### config.mk
export PLATFORM = sky130hd
export DESIGN_NAME = horner_eval
export DESIGN_NICKNAME = d
export VERILOG_FILES = /design/src/rtl/horner_eval.sv
export SDC_FILE = /design/constraint.sdc
export NUM_CORES = 1
export LEC_CHECK = 0
export BUFFER_PORTS_ARGS = -buffer_cell sky130_fd_sc_hd__buf_2
export CORE_ASPECT_RATIO = 1.25
export CORE_MARGIN = 5
export CORE_UTILIZATION = 40
export CTS_CLUSTER_SIZE = 14
export DETAILED_ROUTE_END_ITERATION = 8
export HOLD_SLACK_MARGIN = 0.12
export SYNTH_ARGS = -nofsm -noshare
export SYNTH_HDL_FRONTEND = slang
export SYNTH_SLANG_ARGS = --single-unit
### constraint.sdc
create_clock -name clk -period 4.05 [get_ports clk]
set_input_delay 0.81 -clock clk [delete_from_list [all_inputs] [get_ports clk]]
set_output_delay 0.81 -clock clk [all_outputs]
set_load 0.05 [all_outputs]
### src/rtl/horner_eval.sv
// rtl/horner_eval.sv - Horner polynomial evaluator, FSM plus datapath; overflow flag built only when HORNER_OVF_EN is defined
module horner_eval #(
  parameter int WIDTH  = 8,
  parameter int DEGREE = 3
) (
  input  logic             clk,
  input  logic             rst,
  input  logic             start,
  input  logic [WIDTH-1:0] x_in,
  input  logic [WIDTH-1:0] coef_in,
  input  logic             coef_valid,
  output logic             coef_ready,
  output logic [WIDTH-1:0] result,
  output logic             busy,
  output logic             done,
  output logic             ovf,
  output logic [2:0]       state
);

  // Counter must hold DEGREE; a degree-0 polynomial still gets a 1-bit counter.
  localparam int CW = (DEGREE + 1 > 1) ? $clog2(DEGREE + 1) : 1;
  localparam logic [CW-1:0] CNT_INIT = CW'(DEGREE);
  localparam logic [CW-1:0] CNT_ONE  = CW'(1);

  typedef enum logic [2:0] {
    S_IDLE  = 3'd0,
    S_FETCH = 3'd1,
    S_MUL   = 3'd2,
    S_ADD   = 3'd3,
    S_DONE  = 3'd4
  } state_t;

  state_t           st;
  logic [WIDTH-1:0] x_reg;
  logic [WIDTH-1:0] coef_reg;
  logic [WIDTH-1:0] acc;
  logic [WIDTH-1:0] result_q;
  logic [CW-1:0]    cnt;
  logic             busy_q;
  logic             done_q;
  logic             ready_q;

  logic [WIDTH-1:0] prod;
  logic [WIDTH-1:0] sum;

`ifdef HORNER_OVF_EN
  logic [2*WIDTH-1:0] prod_full;
  logic [WIDTH:0]     sum_full;
  logic               ovf_q;

  // Full-width product and sum so that lost high bits can be flagged.
  assign prod_full = {{WIDTH{1'b0}}, acc} * {{WIDTH{1'b0}}, x_reg};
  assign sum_full  = {1'b0, acc} + {1'b0, coef_reg};
  assign prod      = prod_full[WIDTH-1:0];
  assign sum       = sum_full[WIDTH-1:0];

  // Sticky overflow: cleared by an accepted start, set by any truncating MUL or carrying ADD.
  always_ff @(posedge clk) begin
    if (rst) begin
      ovf_q <= 1'b0;
    end else begin
      case (st)
        S_IDLE:  if (start) ovf_q <= 1'b0;
        S_MUL:   if (|prod_full[2*WIDTH-1:WIDTH]) ovf_q <= 1'b1;
        S_ADD:   if (sum_full[WIDTH]) ovf_q <= 1'b1;
        default: ovf_q <= ovf_q;
      endcase
    end
  end

  assign ovf = ovf_q;
`else
  // Modulo-2^WIDTH arithmetic only; the discarded high bits are never observed.
  assign prod = acc * x_reg;
  assign sum  = acc + coef_reg;
  assign ovf  = 1'b0;
`endif

  // Control FSM and datapath registers; status outputs are registered with the state they describe.
  always_ff @(posedge clk) begin
    if (rst) begin
      st       <= S_IDLE;
      x_reg    <= '0;
      coef_reg <= '0;
      acc      <= '0;
      result_q <= '0;
      cnt      <= '0;
      busy_q   <= 1'b0;
      done_q   <= 1'b0;
      ready_q  <= 1'b0;
    end else begin
      case (st)
        S_IDLE: begin
          done_q <= 1'b0;
          if (start) begin
            x_reg   <= x_in;
            acc     <= '0;
            cnt     <= CNT_INIT;
            st      <= S_FETCH;
            busy_q  <= 1'b1;
            ready_q <= 1'b1;
          end else begin
            busy_q  <= 1'b0;
            ready_q <= 1'b0;
          end
        end
        S_FETCH: begin
          if (coef_valid) begin
            coef_reg <= coef_in;
            st       <= S_MUL;
            ready_q  <= 1'b0;
          end
        end
        S_MUL: begin
          acc <= prod;
          st  <= S_ADD;
        end
        S_ADD: begin
          acc <= sum;
          if (cnt == '0) begin
            result_q <= sum;
            st       <= S_DONE;
            busy_q   <= 1'b0;
            done_q   <= 1'b1;
          end else begin
            cnt     <= cnt - CNT_ONE;
            st      <= S_FETCH;
            ready_q <= 1'b1;
          end
        end
        S_DONE: begin
          st     <= S_IDLE;
          done_q <= 1'b0;
        end
        default: begin
          st      <= S_IDLE;
          busy_q  <= 1'b0;
          done_q  <= 1'b0;
          ready_q <= 1'b0;
        end
      endcase
    end
  end

  assign coef_ready = ready_q;
  assign busy       = busy_q;
  assign done       = done_q;
  assign result     = result_q;
  assign state      = st;

endmodule

==> impl_metrics.json, run 1 <==
{
  "status": "finished, final reports clean",
  "total_i_o_pin_count": 35,
  "synth_sequential_area_ratio_pct": 28.4,
  "final_layout_fill_cell_count": 683,
  "via_count_of_the_first_global_routing_pass": 2276,
  "antenna-diode-count": 0,
  "grt_setup_unrepaired": "no",
  "yosysUniqueCellTypes": 47,
  "placeableCoreArea_um2": 6930,
  "worst_min_path_class": "reg2reg",
  "crit_required_ns": 4.25,
  "postSynthNetCount": 391,
  "tritoncts": "built",
  "synth_edf_count": 0,
  "finalCriticalPeriod_ns": 3.81,
  "timing.reg2reg.worst_path_depth": 14,
  "maxCapViolations": 0,
  "postSynth.asyncResetShare_pct": 0,
  "antenna_left": 0,
  "nets_finish": 428,
  "timing.slew.headroom_pct": 49.9,
  "area_share_of_the_largest_cell_type_after_synthesis_pct": 28.4,
  "initial_core_utilization_pct": 40.6,
  "dp_cells": 453,
  "criticalPathCategory": "reg2reg",
  "setup_failing_eps_final": 0,
  "max_slew.worst_pin.slew_ns": 0.751,
  "routed_wirelength_normalized_by_instance_count_um": 14.2,
  "holdPathStages": 2,
  "drt_first_pass_iters": 4,
  "vias": 2285,
  "rr_startpoint": "x_reg[2]",
  "routed_wirelength_um": 6540,
  "critical_path_peak_fanout": 7,
  "hp-start": "result[0]",
  "clock_tree.buffer_depth": 2,
  "min_delay_worst_endpoint": "result[0]",
  "fraction_of_final_layout_cells_sized_beyond_drive_strength_1_pct": 20.2,
  "synth-seq-cells": 40,
  "clkSinkCount": 40,
  "grt_util_all_layers_pct": 15.4,
  "layoutNonFillerInstCount": 462,
  "synth_top_cell_by_area": "dfxtp_1",
  "grt_max_degree": 42,
  "cts-buffers-inserted": 5,
  "timing.critical_path.from_type": "register",
  "drcViolationCount": 0,
  "synth_most_common_cell": "nand2_1",
  "place_congestion": 0.870,
  "global_route.overflow_total": 0,
  "antenna_violations_before_repair": 0,
  "die_width_um": 85.1,
  "totalPowerFinal_mw": 0.841,
  "fin_crit_sh_pct": 94.1,
  "postLayoutSetupSlackWorst_ns": 0.239,
  "die_height_um": 104,
  "initial_detailed_routing_violation_count": 105,
  "synth.yosys.warnings": 0,
  "netlist_area_um2": 2820,
  "critical_path_arrival_ns": 4.02,
  "leakage_nw": 1.49,
  "cellPowerDensity_nw_per_um2": 261,
  "finClkSkew_ns": 0.00720,
  "vias_per_cell": 4.95,
  "cts-root-buf": "clkbuf_8",
  "avg_synthesized_cell_area_um2": 8.43,
  "syn_inst": 334,
  "report.final.hold_viol_count": 0,
  "maximum_resistive_drop_on_vdd_uv": 189,
  "rrSetupSlack_ns": 0.24,
  "slew_violations": 0,
  "placement.io_buffers": 33,
  "clkSlewWorstSetupHoldPaths_ns": 0.08,
  "kind_of_end_point_of_the_critical_path": "register",
  "max_freq_ghz": 0.262,
  "finish.utilization_pct": 46.5,
  "worstReg2RegEnd": "acc[7]",
  "yosys-top-cells-count": "nand2_1 (54), dfxtp_1 (40), inv_1 (29)",
  "syn_to_final_growth_pct": 14.4,
  "synth_ff_type": "dfxtp_1",
  "grt_first_pass_wirelength_um": 11000,
  "ys_top_cells_by_area": "dfxtp_1 (28%), ha_1 (11%), fa_1 (9.2%)",
  "cts_hold_buffers": 0,
  "floorplan.rows": 34,
  "place_ws_ns": -0.0848,
  "design.die.area_um2": 8830,
  "clock_latency_ns": 0.29,
  "clock_tree.htree_level_count": 2,
  "hpwlAfterDp_um": 5120
}
## worst max path at each step
stage          startpoint  endpoint  slack [ns]
3_5_place_dp       acc[1]    acc[7]       -0.08
3_3_place_gp       acc[1]    acc[7]        0.01
5_1_grt            acc[2]    acc[6]         0.1
2_1_floorplan      acc[1]    acc[7]        0.04
4_1_cts            acc[1]    acc[7]       0.004
6_report         x_reg[2]    acc[7]        0.24
## cell families (layout without fill, tap and decap cells)
group                    count (synthesis)  after routing  share of synthesized area [%]
adder cells (fa/ha/maj)                 37             37                           19.9
flip-flops                              40             40                           28.4
XOR/XNOR                                22             22                           8.09
multiplexers                            11             11                           4.00
AND/OR/NAND/NOR                        124            124                           20.3
buffers and inverters                   44             82                           7.37
AO/OA/AOI/OAI                           55             55                           11.8
other                                    1              1                          0.133
## metal layers
layer	vias up	routed length, um	global-route usage [%]
met1	1089	2910	19.2
met5	-	0	0
met2	24	3430	26.7
li1	1164	-	-
met4	0	96	5.20
met3	8	112	2.14
## cell type report
cell class	instances	area (um2)	area share [%]
inverters	29	109	3.38
flip-flops and latches	40	812	25.2
clock inverters	2	10.0	0.311
well taps	90	113	3.50
clock buffers	6	82.6	2.56
repair buffers	45	259	8.04
multi-input cells	250	1840	57.0
## power by group
part	switching (mW)	leakage, nW	internal (mW)	total (mW)
sequential	0.0247	0.329	0.411	0.436
clock	0.142	0.0510	0.136	0.278
combinational	0.0774	1.11	0.0494	0.127
## cells in the final DEF, fill, tap and decap left out, types with 5 or more instances in the layout
| cell type | n |
|---|---|
| nand2_1 | 54 |
| buf_2 | 33 |
| nor2_1 | 28 |
| clkbuf_8 | 6 |
| xor2_1 | 6 |
| dfxtp_2 | 6 |
| mux2i_1 | 9 |
| fa_1 | 11 |
| buf_4 | 11 |
| ha_1 | 23 |
| dfxtp_1 | 33 |
| nand3_1 | 6 |
| a21oi_1 | 27 |
| inv_1 | 29 |
| and2_1 | 12 |
| xnor2_1 | 13 |
| and2_2 | 5 |
## worst max-delay path: stages, from the launching register on
cell      delay (ns)
dfxtp_4         0.38
nand2_1         0.08
fa_2            0.40
fa_1            0.54
inv_1           0.05
fa_1            0.48
inv_1           0.06
fa_1            0.53
inv_1           0.07
ha_4            0.26
a21oi_4         0.15
xnor3_1         0.24
xnor3_1         0.21
nand2_1         0.05
a311oi_1        0.22
## timing repair
item | CTS | global route
pin swaps | 0 | 4
setup buffers | 1 | 0
gates resized for setup | 5 | 9
endpoints found under the setup margin | 1 | 1
## metrics by stage
step | hold WS [ns] | cell area (um2) | setup TNS (ns)
finish | 0.457 | 3220 | 0
global route | 0.480 | 3220 | 0
CTS | 0.460 | 3190 | 0
detailed placement | 0.448 | 3080 | -0.0848
global placement | 0.441 | 3080 | 0
floorplan | 0.437 | 2820 | 0
(Power assumes the default switching activity.)
==> run 2: changes to the inputs <==
==> constraint.sdc (replaced) <==
create_clock -name clk -period 4.43 [get_ports clk]
set_input_delay 0.886 -clock clk [delete_from_list [all_inputs] [get_ports clk]]
set_output_delay 0.886 -clock clk [all_outputs]
set_load 0.05 [all_outputs]
==> impl_metrics.json, run 2 (synthesized netlist as in run 1, its figures left out) <==
{
  "status": "finished, final reports clean",
  "clock_tree.htree_level_count": 2,
  "cts-root-buf": "clkbuf_8",
  "finClkSkew_ns": 0.00540,
  "critical-path-slowest-cell": "fa_1",
  "grt_util_all_layers_pct": 14.6,
  "clkSlewWorstSetupHoldPaths_ns": 0.08,
  "holdPathStages": 2,
  "vias": 2252,
  "finalCriticalPeriod_ns": 4.20,
  "routed_wirelength_um": 6240,
  "clock_tree.buffer_depth": 2,
  "maxCapViolations": 0,
  "critical_path_arrival_ns": 4.41,
  "fraction_of_final_layout_cells_sized_beyond_drive_strength_1_pct": 15.4,
  "grt_max_degree": 42,
  "drcViolationCount": 0,
  "timing.reg2reg.worst_path_depth": 14,
  "initial_core_utilization_pct": 40.6,
  "grt_setup_unrepaired": "no",
  "layout_common_cells": "nand2_1 (54), dfxtp_1 (40), buf_2 (33), inv_1 (29)",
  "maximum_resistive_drop_on_vdd_uv": 244,
  "criticalPathCategory": "reg2reg",
  "tritoncts": "built",
  "slew_violations": 0,
  "placement.io_buffers": 33,
  "antenna-diode-count": 0,
  "cts_hold_buffers": 0,
  "place_ws_ns": 0.221,
  "total_i_o_pin_count": 35,
  "cellPowerDensity_nw_per_um2": 259,
  "cp_num_buf_inv": 3,
  "timing.critical_path.slowest_cell_delay_ns": 0.54,
  "min_delay_worst_endpoint": "result[0]",
  "die_height_um": 104,
  "place_congestion": 0.882,
  "critical_path_peak_fanout": 8,
  "rrSetupSlack_ns": 0.23,
  "mostFrequentLayoutCell": "nand2_1",
  "global_route.overflow_total": 0,
  "clock_power_share_pct": 37.1,
  "antenna_left": 0,
  "totalPowerFinal_mw": 0.811,
  "die_width_um": 85.1,
  "initial_detailed_routing_violation_count": 99,
  "comb_power_share_pct": 13.7,
  "seq_power_share_pct": 49.2,
  "intPower_mw": 0.585,
  "fin_crit_sh_pct": 94.9,
  "finish.utilization_pct": 45.2,
  "antenna_violations_before_repair": 0,
  "crit_required_ns": 4.63,
  "placeableCoreArea_um2": 6930,
  "critical_path.cell_chain": "nand2_1 > fa_1 > fa_1 > inv_1 > fa_1 > inv_1 > fa_1 > inv_1 > ha_1 > a21oi_1 > xnor3_1 > xnor3_1 > nand2_1 > a311oi_1",
  "max_slew.worst_pin.slew_ns": 0.765,
  "kind_of_end_point_of_the_critical_path": "register",
  "worstReg2RegEnd": "acc[7]",
  "timing.slew.headroom_pct": 48.9,
  "routed_wirelength_normalized_by_instance_count_um": 13.7,
  "finalSetupTns_ns": 0,
  "drt_first_pass_iters": 4,
  "net-switching-power_mw": 0.226,
  "report.final.hold_viol_count": 0,
  "timing.critical_path.from_type": "register",
  "setup_failing_eps_final": 0,
  "clock_latency_ns": 0.29,
  "worst_min_path_class": "reg2reg",
  "via_count_of_the_first_global_routing_pass": 2167,
  "switching_share_pct": 27.9,
  "hpwlAfterDp_um": 4850,
  "hp-start": "result[0]",
  "grt_first_pass_wirelength_um": 10500,
  "post_cts_buffers": 0,
  "floorplan.rows": 34,
  "syn_to_final_growth_pct": 11.4,
  "vias_per_cell": 4.96,
  "max_freq_ghz": 0.238,
  "rr_startpoint": "acc[2]",
  "clkSinkCount": 40,
  "crit_family": "adder cells",
  "postCtsResizedCells": 0,
  "critPathMostFrequentCell": "fa_1",
  "leakage_nw": 1.45,
  "nets_finish": 420,
  "design.die.area_um2": 8830,
  "postLayoutSetupSlackWorst_ns": 0.225,
  "cts-buffers-inserted": 5
}
==> run 2: power groups by stage <==
stage	Sequential [mW]	Combinational, mW	Clock (mW)
after floorplan	0.409	0.0827	0
after global placement	0.408	0.111	0
after detailed placement	0.408	0.112	0
after CTS	0.400	0.112	0.311
after global routing	0.403	0.125	0.324
final	0.400	0.111	0.301
==> run 2: per-layer routing <==
| layer | routed length (um) | global-route usage [%] |
|---|---|---|
| met4 | 108 | 5.66 |
| met1 | 2830 | 19.3 |
| met5 | 0 | 0 |
| met2 | 3140 | 23.8 |
| met3 | 154 | 2.14 |
==> run 2: cell type report <==
class	instances	area, um2
inverter	29	109
multi-input combinational	250	1810
fill	703	3800
clock inverter	3	42.5
sequential	40	801
tap	90	113
clock buffer	5	68.8
timing repair buffer	37	195
==> run 2: tightest hold or removal path, delay by kind of cell (launching register included) <==
kind | cells | cell delay [ns]
AO/OA/AOI/OAI | 1 | 0.05
flip-flops | 1 | 0.31
AND/OR/NAND/NOR | 1 | 0.05
==> run 2: through the flow <==
| step | hold WS [ns] | cells | instance area, um2 |
|---|---|---|---|
| global placement | 0.442 | 446 | 3030 |
| detailed placement | 0.451 | 446 | 3030 |
| finish | 0.457 | 454 | 3140 |
| CTS | 0.463 | 454 | 3140 |
| global route | 0.486 | 454 | 3140 |
| floorplan | 0.437 | 334 | 2820 |
==> run 2: how the worst max path moves through the flow <==
stage | cells past startpoint | start | slack, ns | to
2_1_floorplan | 14 | acc[1] | 0.42 | acc[7]
3_3_place_gp | 14 | acc[2] | 0.35 | acc[7]
3_5_place_dp | 14 | acc[2] | 0.22 | acc[7]
4_1_cts | 14 | acc[2] | 0.21 | acc[7]
5_1_grt | 14 | acc[2] | 0.01 | acc[7]
6_report | 14 | acc[2] | 0.23 | acc[7]
==> run 3: changes to the inputs <==
--- a/config.mk
+++ b/config.mk
@@ -12,6 +12,7 @@
 export CTS_CLUSTER_SIZE = 14
 export DETAILED_ROUTE_END_ITERATION = 8
 export HOLD_SLACK_MARGIN = 0.12
+export PLACE_DENSITY = 0.64
 export SYNTH_ARGS = -nofsm -noshare
 export SYNTH_HDL_FRONTEND = slang
 export SYNTH_SLANG_ARGS = --single-unit
==> impl_metrics.json, run 3 (synthesized netlist as in run 1, its figures left out) <==
{
  "clkSinkCount": 40,
  "antenna_violations_before_repair": 0,
  "leakage_nw": 1.46,
  "mostFrequentLayoutCell": "nand2_1",
  "critical_path_arrival_ns": 4.32,
  "placement.io_buffers": 33,
  "grt_first_pass_wirelength_um": 10700,
  "vias": 2288,
  "cellPowerDensity_nw_per_um2": 260,
  "die_width_um": 85.1,
  "totalPowerFinal_mw": 0.818,
  "antenna_left": 0,
  "global_route.overflow_total": 0,
  "max_freq_ghz": 0.242,
  "routed_wirelength_normalized_by_instance_count_um": 13.7,
  "timing.critical_path.from_type": "register",
  "floorplan.rows": 34,
  "clock_tree.buffer_depth": 2,
  "place_congestion": 0.867,
  "hpwlAfterDp_um": 4910,
  "initial_detailed_routing_violation_count": 89,
  "status": "finished, final reports clean",
  "worst_min_path_class": "reg2reg",
  "finClkSkew_ns": 0.00911,
  "criticalPathCategory": "reg2reg",
  "setup_failing_eps_final": 0,
  "grt_setup_unrepaired": "no",
  "kind_of_end_point_of_the_critical_path": "register",
  "design.die.area_um2": 8830,
  "clock_latency_ns": 0.29,
  "grt_util_all_layers_pct": 14.9,
  "clock_tree.htree_level_count": 2,
  "post_cts_buffers": 0,
  "maximum_resistive_drop_on_vdd_uv": 209,
  "crit_required_ns": 4.62,
  "die_height_um": 104,
  "antenna-diode-count": 0,
  "finalSetupTns_ns": 0,
  "drcViolationCount": 0,
  "total_i_o_pin_count": 35,
  "cts-root-buf": "clkbuf_8",
  "fraction_of_final_layout_cells_sized_beyond_drive_strength_1_pct": 15.9,
  "initial_core_utilization_pct": 40.6,
  "critical_path_peak_fanout": 5,
  "vias_per_cell": 5.03,
  "clkSlewWorstSetupHoldPaths_ns": 0.08,
  "cts-buffers-inserted": 5,
  "routed_wirelength_um": 6240,
  "finalCriticalPeriod_ns": 4.13,
  "maxCapViolations": 0,
  "layout_common_cells": "nand2_1 (54), dfxtp_1 (39), buf_2 (33), inv_1 (29)",
  "tritoncts": "built",
  "slew_violations": 0,
  "fin_crit_sh_pct": 93.2,
  "report.final.hold_viol_count": 0,
  "placeableCoreArea_um2": 6930,
  "via_count_of_the_first_global_routing_pass": 2247,
  "max_slew.worst_pin.slew_ns": 0.751,
  "drt_first_pass_iters": 4,
  "syn_to_final_growth_pct": 11.9,
  "timing.slew.headroom_pct": 49.9,
  "grt_max_degree": 42,
  "final_layout_fill_cell_count": 715,
  "nets_finish": 421
}
## run 3: worst paths after layout
kind | to | from | cells past startpoint | slack [ns]
worst max-delay path | acc[7] | x_reg[4] | 14 | 0.30
worst min-delay path | busy | busy | 2 | 0.46
worst max register to register | acc[7] | x_reg[4] | 14 | 0.30
worst min register to register | busy | busy | 2 | 0.46
## run 3: critical path, cell delays in order, from the launching register on
cell	delay (ns)
dfxtp_1	0.43
nand2_1	0.11
fa_1	0.46
fa_1	0.54
inv_1	0.05
fa_1	0.47
inv_1	0.05
fa_1	0.52
inv_1	0.04
ha_1	0.30
a21oi_1	0.16
xnor3_1	0.23
xnor3_1	0.37
nand2_1	0.05
a311oi_1	0.26
## run 3: layout make-up
cell class / count / area (um2) / share of cell area [%]
sequential: 40 / 802 / 25.5
inverter: 29 / 109 / 3.46
clock inverter: 3 / 47.5 / 1.51
multi-input combinational: 250 / 1810 / 57.4
clock buffer: 5 / 68.8 / 2.18
timing repair buffer: 38 / 203 / 6.43
tap: 90 / 113 / 3.57
## run 3: timing repair
item / CTS / global route
endpoints found under the setup margin: 0 / 1
hold buffers: 0 / 0
resized for setup: 0 / 1
## run 3: where the power goes
part	leakage (nW)	switching, mW	internal [mW]
clock	0.0583	0.137	0.170
combinational	1.07	0.0678	0.0427
sequential	0.326	0.0243	0.376
total	1.46	0.230	0.588
## run 3: per-stage QoR
| stage | cells | util, % | instance area, um2 | hold slack, ns | setup WS, ns |
|---|---|---|---|---|---|
| finish | 455 | 45.4 | 3150 | 0.457 | 0.302 |
| global route | 455 | 45.4 | 3150 | 0.491 | 0.0391 |
| CTS | 455 | 45.4 | 3150 | 0.460 | 0.209 |
| detailed placement | 447 | 43.7 | 3030 | 0.449 | 0.237 |
| global placement | 447 | 43.7 | 3030 | 0.443 | 0.347 |
| floorplan | 334 | - | 2820 | 0.437 | 0.418 |
## run 3: per-layer routing
| layer | vias to the layer above | GRT usage, % | routed length [um] |
|---|---|---|---|
| met2 | 31 | 25.3 | 3210 |
| met1 | 1094 | 19.1 | 2820 |
| met4 | 0 | 4.75 | 115 |
| met3 | 8 | 2.30 | 103 |
| li1 | 1155 | - | - |
| met5 | - | 0 | 0 |
